$ cat config.mk
export PLATFORM = sky130hd
export DESIGN_NAME = cpu_control_fsm
export DESIGN_NICKNAME = d
export VERILOG_FILES = /design/src/rtl/cpu_control_fsm.sv
export SDC_FILE = /design/constraint.sdc
export NUM_CORES = 1
export LEC_CHECK = 0
export ABC_CLOCK_PERIOD_IN_PS = 1820
export CORE_ASPECT_RATIO = 0.9
export CORE_UTILIZATION = 44
export CTS_CLUSTER_SIZE = 28
export DETAILED_ROUTE_END_ITERATION = 10
export PLACE_DENSITY = 0.75
export SLEW_MARGIN = 20
export SYNTH_ARGS = -nofsm -noshare
export SYNTH_HDL_FRONTEND = slang
export SYNTH_SLANG_ARGS = --single-unit
$ cat constraint.sdc
create_clock -name clk -period 1.82 [get_ports clk]
set_input_delay 0.182 -clock clk [delete_from_list [all_inputs] [get_ports clk]]
set_output_delay 0.182 -clock clk [all_outputs]
set_load 0.01 [all_outputs]
$ cat src/rtl/cpu_control_fsm.sv
// Multi-cycle control FSM for an 8-bit accumulator CPU.
// Sequences fetch/decode/memory/execute with a bounded memory wait.
module cpu_control_fsm #(
  parameter int MEM_TIMEOUT = 15
) (
  input  logic       clk,
  input  logic       rst,
  input  logic       run,
  input  logic       mem_ack,
  input  logic [7:0] mem_rdata,
  input  logic       flag_z,
  input  logic       flag_c,
  output logic       mem_req,
  output logic       mem_we,
  output logic       addr_sel,
  output logic [3:0] operand,
  output logic       pc_inc,
  output logic       pc_load,
  output logic       acc_load,
  output logic       acc_src,
  output logic [2:0] alu_op,
  output logic       halted,
  output logic       fault,
  output logic [3:0] state_dbg
);

  typedef enum logic [3:0] {
    S_IDLE   = 4'd0,
    S_FETCH  = 4'd1,
    S_DECODE = 4'd2,
    S_MEM_RD = 4'd3,
    S_EXEC   = 4'd4,
    S_STORE  = 4'd5,
    S_HALT   = 4'd6,
    S_FAULT  = 4'd7
  } state_t;

  localparam logic [3:0] OP_LDA = 4'h1;
  localparam logic [3:0] OP_STA = 4'h2;
  localparam logic [3:0] OP_ADD = 4'h3;
  localparam logic [3:0] OP_SUB = 4'h4;
  localparam logic [3:0] OP_AND = 4'h5;
  localparam logic [3:0] OP_OR  = 4'h6;
  localparam logic [3:0] OP_XOR = 4'h7;
  localparam logic [3:0] OP_LDI = 4'h8;
  localparam logic [3:0] OP_JMP = 4'h9;
  localparam logic [3:0] OP_JZ  = 4'hA;
  localparam logic [3:0] OP_JC  = 4'hB;
  localparam logic [3:0] OP_HLT = 4'hF;

  localparam logic [7:0] TMO = 8'(MEM_TIMEOUT);

  state_t     state_q, state_d;
  logic [7:0] ir_q, ir_d;
  logic [7:0] wcnt_q, wcnt_d;
  logic [7:0] wcnt_inc;
  logic [3:0] opc;
  state_t     cont;
  logic       in_acc;

  assign opc      = ir_q[7:4];
  assign wcnt_inc = wcnt_q + 8'd1;
  assign cont     = run ? S_FETCH : S_IDLE;
  assign in_acc   = (state_q == S_FETCH) ||
                    (state_q == S_MEM_RD) ||
                    (state_q == S_STORE);

  always_ff @(posedge clk or posedge rst) begin
    if (rst) begin
      state_q <= S_IDLE;
      ir_q    <= '0;
      wcnt_q  <= '0;
    end else begin
      state_q <= state_d;
      ir_q    <= ir_d;
      wcnt_q  <= wcnt_d;
    end
  end

  always_comb begin
    state_d = state_q;
    ir_d    = ir_q;
    wcnt_d  = wcnt_q;
    unique case (state_q)
      S_IDLE:   if (run) state_d = S_FETCH;
      S_FETCH: begin
        if (mem_ack) begin
          ir_d    = mem_rdata;
          state_d = S_DECODE;
        end
      end
      S_DECODE: begin
        unique case (opc)
          OP_LDA, OP_ADD, OP_SUB,
          OP_AND, OP_OR, OP_XOR:  state_d = S_MEM_RD;
          OP_STA:                 state_d = S_STORE;
          OP_LDI, OP_JMP,
          OP_JZ, OP_JC:           state_d = S_EXEC;
          OP_HLT:                 state_d = S_HALT;
          default:                state_d = cont;
        endcase
      end
      S_MEM_RD: if (mem_ack) state_d = cont;
      S_STORE:  if (mem_ack) state_d = cont;
      S_EXEC:   state_d = cont;
      S_HALT:   state_d = S_HALT;
      S_FAULT:  state_d = S_FAULT;
      default:  state_d = S_FAULT;
    endcase
    // Ack on the terminal wait cycle still completes the access.
    if (in_acc && !mem_ack) begin
      if (wcnt_inc == TMO) state_d = S_FAULT;
      else                 wcnt_d  = wcnt_inc;
    end
    if (state_d != state_q) wcnt_d = '0;
  end

  always_comb begin
    mem_req   = 1'b0;
    mem_we    = 1'b0;
    addr_sel  = 1'b0;
    pc_inc    = 1'b0;
    pc_load   = 1'b0;
    acc_load  = 1'b0;
    acc_src   = 1'b0;
    alu_op    = 3'd0;
    operand   = ir_q[3:0];
    state_dbg = state_q;
    halted    = (state_q == S_HALT);
    fault     = (state_q == S_FAULT);
    unique case (state_q)
      S_FETCH: begin
        mem_req = 1'b1;
        pc_inc  = mem_ack;
      end
      S_MEM_RD: begin
        mem_req  = 1'b1;
        addr_sel = 1'b1;
        acc_load = mem_ack;
        unique case (opc)
          OP_ADD:  alu_op = 3'd1;
          OP_SUB:  alu_op = 3'd2;
          OP_AND:  alu_op = 3'd3;
          OP_OR:   alu_op = 3'd4;
          OP_XOR:  alu_op = 3'd5;
          default: alu_op = 3'd0;
        endcase
      end
      S_STORE: begin
        mem_req  = 1'b1;
        mem_we   = 1'b1;
        addr_sel = 1'b1;
      end
      S_EXEC: begin
        unique case (opc)
          OP_LDI: begin
            acc_load = 1'b1;
            acc_src  = 1'b1;
          end
          OP_JMP:  pc_load = 1'b1;
          OP_JZ:   pc_load = flag_z;
          OP_JC:   pc_load = flag_c;
          default: pc_load = 1'b0;
        endcase
      end
      default: ;
    endcase
  end

endmodule

After elaboration in Yosys (flattened, before gate mapping)

Cells that the tools add are included.
Widths: inputs -> output; s select.

$add $sub $neg: 1
Equal/unequal tests: 22
Mux-type cells: 22
Reductions and logical operators: 12

Operators with widths:

| cell                | number |
|---|---|
| $eq 4x3->1 const B  | 8 |
| $mux 8              | 3 |
| $pmux 4 s6          | 1 |
| $eq 4x4->1 const B  | 5 |
| $mux 4              | 5 |
| $eq 4x2->1 const B  | 4 |
| $pmux 3 s5          | 1 |
| $pmux 3 s4          | 1 |
| $add 8x1->8 const B | 1 |
| $eq 4x1->1 const B  | 2 |
| $eq 8x4->1 const B  | 1 |
| $mux 1              | 8 |
| $reduce_or 6->1     | 1 |
| $logic_not 4->1     | 1 |
| $ne 4x4->1          | 1 |
| $reduce_and 2->1    | 2 |
| $reduce_or 4->1     | 1 |
| $mux 3              | 1 |
| $pmux 1 s3          | 1 |
| $reduce_or 3->1     | 1 |
| $logic_or 1x1->1    | 2 |
| $ne 2x1->1 const B  | 1 |
| $pmux 1 s2          | 1 |
| $reduce_bool 2->1   | 1 |
| other kinds (3)     | 3 |

Flip-flop bits (word level): 20
Input port bits: 14
Output and inout port bits: 20

Depth between registers and ports, before layout

Gate-level depths: netlist (run 1).

Word-level depth: 9
Mapped depth: 7

Least setup slack after synthesis (run 1)

No wires, ideal clock.

Kind: reg2reg
From: register wcnt_q[0]
To: register wcnt_q[0]
Data arrival time: 1.698 ns
Data required time: 1.685 ns
Path slack: -0.013 ns
Cell stages (with the launch flop): 8
Buffers on the path: 0
Path through: dfrtp_1 inv_1 ha_1 nor3b_1 nand4_1 a21bo_2 nand3_1 a211oi_1

Longest elaborated chain between the ends: 7
Elaborated cells on any way between the ends: 11
Those cells by class: add/sub (1); eq/ne (3); mux (5); reduce/logical (2)

Ends and longest elaborated chain:

| what                                                                    | RTL line | text |
|---|---|---|
| start, declared                                                         | 55       | `logic [7:0] wcnt_q, wcnt_d;` |
| start signal, assigned                                                  | 76       | `wcnt_q <= wcnt_d;` |
| $add 8x1->8 (*)                                                         | 62       | `assign wcnt_inc = wcnt_q + 8'd1;` |
| $eq 8x4->1                                                              | 112      | `if (wcnt_inc == TMO) state_d = S_FAULT;` |
| $mux 4                                                                  | 112      |  |
| $mux 4                                                                  | 111      | `if (in_acc && !mem_ack) begin` |
| $ne 4x4->1                                                              | 115      | `if (state_d != state_q) wcnt_d = '0;` |
| $ne 2x1->1 (no source line) / $reduce_bool 2->1 (equally long branches) | n/a      |  |
| $reduce_and 2->1 (no source line)                                       | n/a      |  |

Mark *: on every way between the ends. The rest lies on a longest branch, timed or not. The select of a mux whose other input is x is not followed.
A chain may end at the register's enable or synchronous reset.

Worst setup path after layout (run 1)

From: register state_q[1] (netlist: state_dbg[1])
To: register wcnt_q[0]

Longest elaborated chain between the ends: 8
Elaborated cells on any way between the ends: 22
Those cells by class: eq/ne (8); mux (7); reduce/logical (7)

Ends and longest elaborated chain:

| what                                                                        | RTL line | text |
|---|---|---|
| start, declared                                                             | 53       | `state_t state_q, state_d;` |
| start signal, assigned                                                      | 74       | `state_q <= state_d;` |
| $eq 4x2->1, or another cell as far along                                    | 65, 84   |  |
| $reduce_or 2->1 (no source line) / $logic_or 1x1->1 (equally long branches) | n/a      |  |
| $pmux 4 s6 / $logic_or 1x1->1 (equally long branches)                       | 84, 65   |  |
| $mux 4 / $logic_and 1x1->1 (equally long branches)                          | 112, 111 |  |
| $mux 4 (*)                                                                  | 111      |  |
| net state_d[0]                                                              | 53       |  |
| $ne 4x4->1 (*)                                                              | 115      |  |
| $ne 2x1->1 (no source line) / $reduce_bool 2->1 (equally long branches)     | n/a      |  |
| $reduce_and 2->1 (no source line)                                           | n/a      |  |

Mark *: on every way through the listed nets, which the timed path passes. The rest lies on a longest branch.

==> results of run 1 <==
## metal layers
| layer | track usage [%] | wire [µm] | vias up |
|---|---|---|---|
| met1 | 40.5 | 1970 | 728 |
| met4 | 11.0 | 59 | 0 |
| met2 | 49.5 | 2170 | 59 |
| met5 | 0 | 0 | - |
| li1 | - | - | 699 |
| met3 | 4.88 | 232 | 7 |
## final cells by class
class                   count  share of cell area (%)
inverters                   7                    1.25
flip-flops and latches     20                    22.8
repair buffers             77                    29.5
multi-input cells         122                    41.8
well taps                  40                    2.27
clock buffers               3                    1.02
clock inverters             1                    1.36
## timing repair
item | in CTS | in global routing
setup buffers | 7 | 4
endpoints found under the setup margin | 20 | 20
pin swaps | 8 | 8
resized for setup | 57 | 15
hold buffers | 0 | 0
## how the worst max path moves through the flow
stage                     end  slack (ns)  cells after the start
floorplan           wcnt_q[1]        0.02                      6
global placement       pc_inc       -0.22                      5
detailed placement  wcnt_q[5]       -0.28                      7
CTS                  acc_load       -0.14                      6
global route        wcnt_q[1]       -0.25                      8
finish              wcnt_q[0]       -0.17                      7
## critical path, cell delays in order (launching register included)
cell	delay (ns)
dfrtp_2	0.45
buf_4	0.17
a21boi_2	0.15
o32ai_2	0.10
a2111o_2	0.49
mux2i_4	0.21
buf_12	0.16
a211oi_2	0.20
## logic make-up (layout without fill, tap and decap cells)
logic type               Yosys count  count (layout)  synth area share [%]
AND/OR/NAND/NOR                   86              86                  31.1
AO/OA/AOI/OAI                     24              24                  16.5
multiplexers                       1               1                  1.64
flip-flops                        20              20                  36.5
XOR/XNOR                           8               8                  5.11
other                              1               1                 0.274
adder cells (fa/ha/maj)            2               2                  1.83
buffers and inverters             18              88                  6.94
## synth_stat cells (3+ instances only)
| library cell | number |
|---|---|
| inv_1 | 6 |
| buf_2 | 4 |
| and3_1 | 3 |
| buf_4 | 6 |
| xor2_1 | 7 |
| nand3_1 | 6 |
| nor2_1 | 11 |
| nand4_1 | 6 |
| dfrtp_1 | 20 |
| or2_2 | 3 |
| nand2_1 | 32 |
| nor3_1 | 11 |
| and2_1 | 3 |
## metrics by stage
stage               cell area [µm²]  util (%)  hold WS (ns)  total power [mW]  worst slack, ns
global route                   2210      77.2         0.194              1.01           -0.248
global placement               1940      67.9         0.459             0.591           -0.217
finish                         2210      77.2         0.181             0.974           -0.175
CTS                            2160      75.4         0.194             0.965           -0.143
detailed placement             1940      67.9         0.465             0.594           -0.276
floorplan                      1380         -         0.146             0.524           0.0169
## power by group
part	internal [mW]	switching (mW)
Sequential	0.454	0.00992
Clock	0.223	0.147
Combinational	0.0736	0.0669
## flip-flops by register name, summed over array words and instances, names as in the netlist
register / flops
ir_q: 8
state_dbg: 4
wcnt_q: 8
==> impl_metrics.toml, run 1 <==
[outcome]
status = "finished, violations left"
violations = "negative setup slack"

[clock_network]
cts_buffer_depth = 2
cts-root-buf = "clkbuf_4"
cts_tree = "done"
cts.sinks = 20
htree_num_levels = 1
numCtsBuffers = 3
clk_transition_reported_paths_ns = 0.12
clock_latency_ns = 0.31

[critical_path]
timing.rr.end = "wcnt_q[0]"
timing.rr.start = "state_dbg[1]"
critical_path_class = "reg2reg"
r2r_slack_ns = -0.17
cp-start-kind = "flop"
endpoint_kind = "flop"
crit_start = "state_dbg[1]"
worst-path-max-fanout = 8
cp.required_ns = 2.06
r2r_cells = 7
arrival_ns = 2.23

[global_route]
antenna_found_initial = 0
grt_max_degree = 21
grt_usage_pct = 30.1
grt_pass1_wl_um = 7130
grt-ovfl-total = 0
grt_pass1_vias = 1469

[place]
port_buffers = 33
dp_cells = 256
routabilityCongestion = 0.957
post-dp-hpwl_um = 2750

[detailed_routing]
drt_iter0_markers = 124
wl_per_cell_um = 16.4
drcViolationCount = 0
ant_nets = 0
drtPass1Iterations = 4
wl_um = 4430
dr_total_vias = 1493
viasPerCell = 5.53

[synth]
yosysTopAreaCell = "dfrtp_1"
synth_ff_type = "dfrtp_1"
synth_warnings = 0
synthesis.instances = 160
yosys.area.top_type_share_pct = 36.5
synth.distinct_cells = 47
syn_nets = 176
synthTopCellsByArea = "dfrtp_1 (37%), nand2_1 (8.8%), xor2_1 (4.5%)"
yosys_register_bits = 20
synth_area_per_cell_um2 = 8.56
synthesis.area_um2 = 1370
synthArstFlopShare_pct = 100
synth-edff-count = 0
synth_seq_area_share_pct = 36.5

[timing]
period_share_pct = 110
finalSetupViolCount = 11
rsz0062_at_grt = "true"
setup_ws_ns = -0.175
period_needed_ns = 1.99
hold_viol_final = 0
fin_skew_ns = 0.00479
max_freq_mhz = 501
tns_ns = -1.45
slew_violations = 0

[power_and_ir_drop]
power_density_nw_per_um2 = 441
p_leak_nw = 1.04
ir_drop_uv = 486

[floorplan]
rows = 18
ios = 34
die_area_um2 = 3340
die_h_um = 54.9
die_x_um = 60.8
fp.coreArea_um2 = 2860
start_util_pct = 47.9

[finish]
final_cell_mix = "buf_4 (39), nand2_1 (31), clkdlybuf4s50_1 (21)"
layout_commonest_cell = "buf_4"
multiInputGateArea_um2 = 923
fin_cells = 270
ff_latch_area_um2 = 503
syn_to_final_growth_pct = 61.2
antenna_cells = 0
fillerInstances = 203
nNetsFinal = 247
drive_gt1_share_pct = 41.3

[job]
drv_cap = 0

[worst_hold_path]
hp-class = "in2async"
Note: power is estimated with default switching activity, not from simulation.
==> run 2, diff against run 1 <==
--- a/config.mk
+++ b/config.mk
@@ -6,7 +6,7 @@
 export NUM_CORES = 1
 export LEC_CHECK = 0
 export ABC_CLOCK_PERIOD_IN_PS = 1820
-export CORE_ASPECT_RATIO = 0.9
+export CORE_ASPECT_RATIO = 0.7
 export CORE_UTILIZATION = 44
 export CTS_CLUSTER_SIZE = 28
 export DETAILED_ROUTE_END_ITERATION = 10
==> run 2 against run 1 <==
- the run still ends with negative setup slack left
- register-to-register slack is essentially flat
- sequential power about the same
- maximum frequency fell by 0.45%
- first-iteration DRC count up 17%
- design area increased by 1.8%
- worst hold slack better by 0.070 ns
- clock power grew 20%
- via count increased by 4.6%
- largest power group unchanged
==> impl_metrics.toml, run 2 (synthesis results as in run 1) <==
[detailed_routing]
wl_per_cell_um = 18.7
drt_iter0_markers = 145
dr_total_vias = 1561
drcViolationCount = 0
viasPerCell = 5.96
drtPass1Iterations = 4
wl_um = 4910
ant_nets = 0

[critical_path]
cp-start-kind = "flop"
path_common_cell = "buf_4"
critical_path_class = "reg2reg"
r2r_slack_ns = -0.18
critPathSlowestCell = "dfrtp_2"
endpoint_kind = "flop"
slowest_delay_ns = 0.47
cp.depth = 8
timing.rr.end = "wcnt_q[2]"
critical-path-top-delay-family = "simple AND/OR/NAND/NOR gates"
crit_start = "state_dbg[1]"
r2r_cells = 8
critical_path.cell_chain = "buf_4 > buf_4 > and2_1 > nor4b_2 > buf_4 > nand3_1 > xor2_1 > nor3_2"
cp.required_ns = 2.00
setup.worst_path.end = "wcnt_q[2]"
timing.rr.start = "state_dbg[1]"
worst-path-max-fanout = 4
arrival_ns = 2.19
path_buf_inv = 3

[floorplan]
die_h_um = 48.7
fp.coreArea_um2 = 2880
die_x_um = 68.7
ios = 34
start_util_pct = 47.5
die_area_um2 = 3340
rows = 16

[finish]
antenna_cells = 0
nNetsFinal = 243
drive_gt1_share_pct = 40.3
syn_to_final_growth_pct = 64.0
final_cell_mix = "nand2_1 (31), buf_4 (31), clkdlybuf4s50_1 (21)"

[clock_network]
htree_num_levels = 1
clk_transition_reported_paths_ns = 0.08
cts-root-buf = "clkbuf_8"
cts_hold_buf = 0
clock_latency_ns = 0.26
cts_buffer_depth = 2
cts.sinks = 20
cts_tree = "done"
numCtsBuffers = 3

[timing]
period_needed_ns = 2.00
max_freq_mhz = 499
rsz0062_at_grt = "true"
fin_skew_ns = 0.00115
slew_violations = 0
setup_ws_ns = -0.184
finalSetupViolCount = 9
hold_viol_final = 0
period_share_pct = 110

[power_and_ir_drop]
p_clk_share_pct = 42.2
p_leak_nw = 1.05
p_sw_share_pct = 21.9
finalPower_mw = 1.05
seqPwrFrac_pct = 44.4
p_comb_share_pct = 13.4
internal-power_mw = 0.821
power_density_nw_per_um2 = 467
ir_drop_uv = 444
p_sw_mw = 0.229

[global_route]
grt_max_degree = 21
grt_pass1_wl_um = 6990
grt-ovfl-total = 0
grt_pass1_vias = 1466
antenna_found_initial = 0
grt_usage_pct = 28.5

[worst_hold_path]
hp-class = "in2async"

[job]
drv_cap = 0

[place]
port_buffers = 33
routabilityCongestion = 0.881
post-dp-hpwl_um = 2870
pre_cts_slack_ns = -0.286

[outcome]
violations = "negative setup slack"
status = "finished, violations left"
[run 2: changes by cell type in the layout (fill, tap and decap cells not counted), sizes merged]
cell / previous run / this run
buf: 50 / 43
clkbuf: 6 / 8
dlygate4sd2: 3 / 4
[run 2: worst register-to-register path: cells and delay by family, from the launching register on]
kind / cells / cell delay [ns]
DFF: 1 / 0.47
buffers and inverters: 3 / 0.51
xor gates and xnor gates: 1 / 0.19
and+or+nand+nor: 4 / 0.76
[run 2: area by class of cell]
| class | instances | area [µm²] |
|---|---|---|
| clock buffer | 3 | 41.3 |
| clock inverter | 1 | 30.0 |
| fill | 176 | 636 |
| inverter | 7 | 27.5 |
| multi-input combinational | 122 | 972 |
| sequential | 20 | 503 |
| tap | 36 | 45.0 |
| timing repair buffer | 73 | 628 |
[run 2: through the flow]
step	cell area, µm²	setup TNS [ns]	util [%]	hold slack, ns	instances
floorplan	1380	0	-	0.146	160
global placement	1950	-2.25	67.7	0.461	254
detailed placement	1950	-2.93	67.7	0.481	254
CTS	2120	-0.668	73.5	0.260	262
global route	2250	-1.82	78.0	0.289	262
finish	2250	-1.28	78.0	0.251	262
[run 2: power groups by stage]
stage	Combinational [mW]	Clock (mW)	Sequential (mW)
after detailed placement	0.122	0	0.471
after global placement	0.119	0	0.470
after global routing	0.150	0.472	0.467
after CTS	0.130	0.448	0.464
after floorplan	0.0548	0	0.469
final	0.141	0.444	0.466
[run 2: routing by layer]
layer / track usage (%) / vias to the layer above / part of all wire, %
li1: - / 692 / -
met1: 39.9 / 761 / 40
met2: 42.8 / 92 / 48
met3: 6.13 / 16 / 8.6
met4: 10.5 / 0 / 3.3
met5: 0 / - / 0
[run 2: worst min-delay path by stage]
stage	from	to	slack, ns	cells after the start
after floorplan	rst	ir_q[0]	0.15	1
after global placement	ir_q[1]	ir_q[1]	0.46	2
after detailed placement	ir_q[0]	ir_q[0]	0.48	2
after CTS	rst	ir_q[0]	0.26	3
after global routing	rst	ir_q[0]	0.29	3
final	rst	ir_q[2]	0.25	3
[run 2: what timing repair did]
action / CTS / global route
endpoints found under the setup margin: 20 / 16
pin swaps: 4 / 12
endpoints found under the hold margin: 0 / 0
resized for setup: 42 / 35
setup buffers: 4 / 2
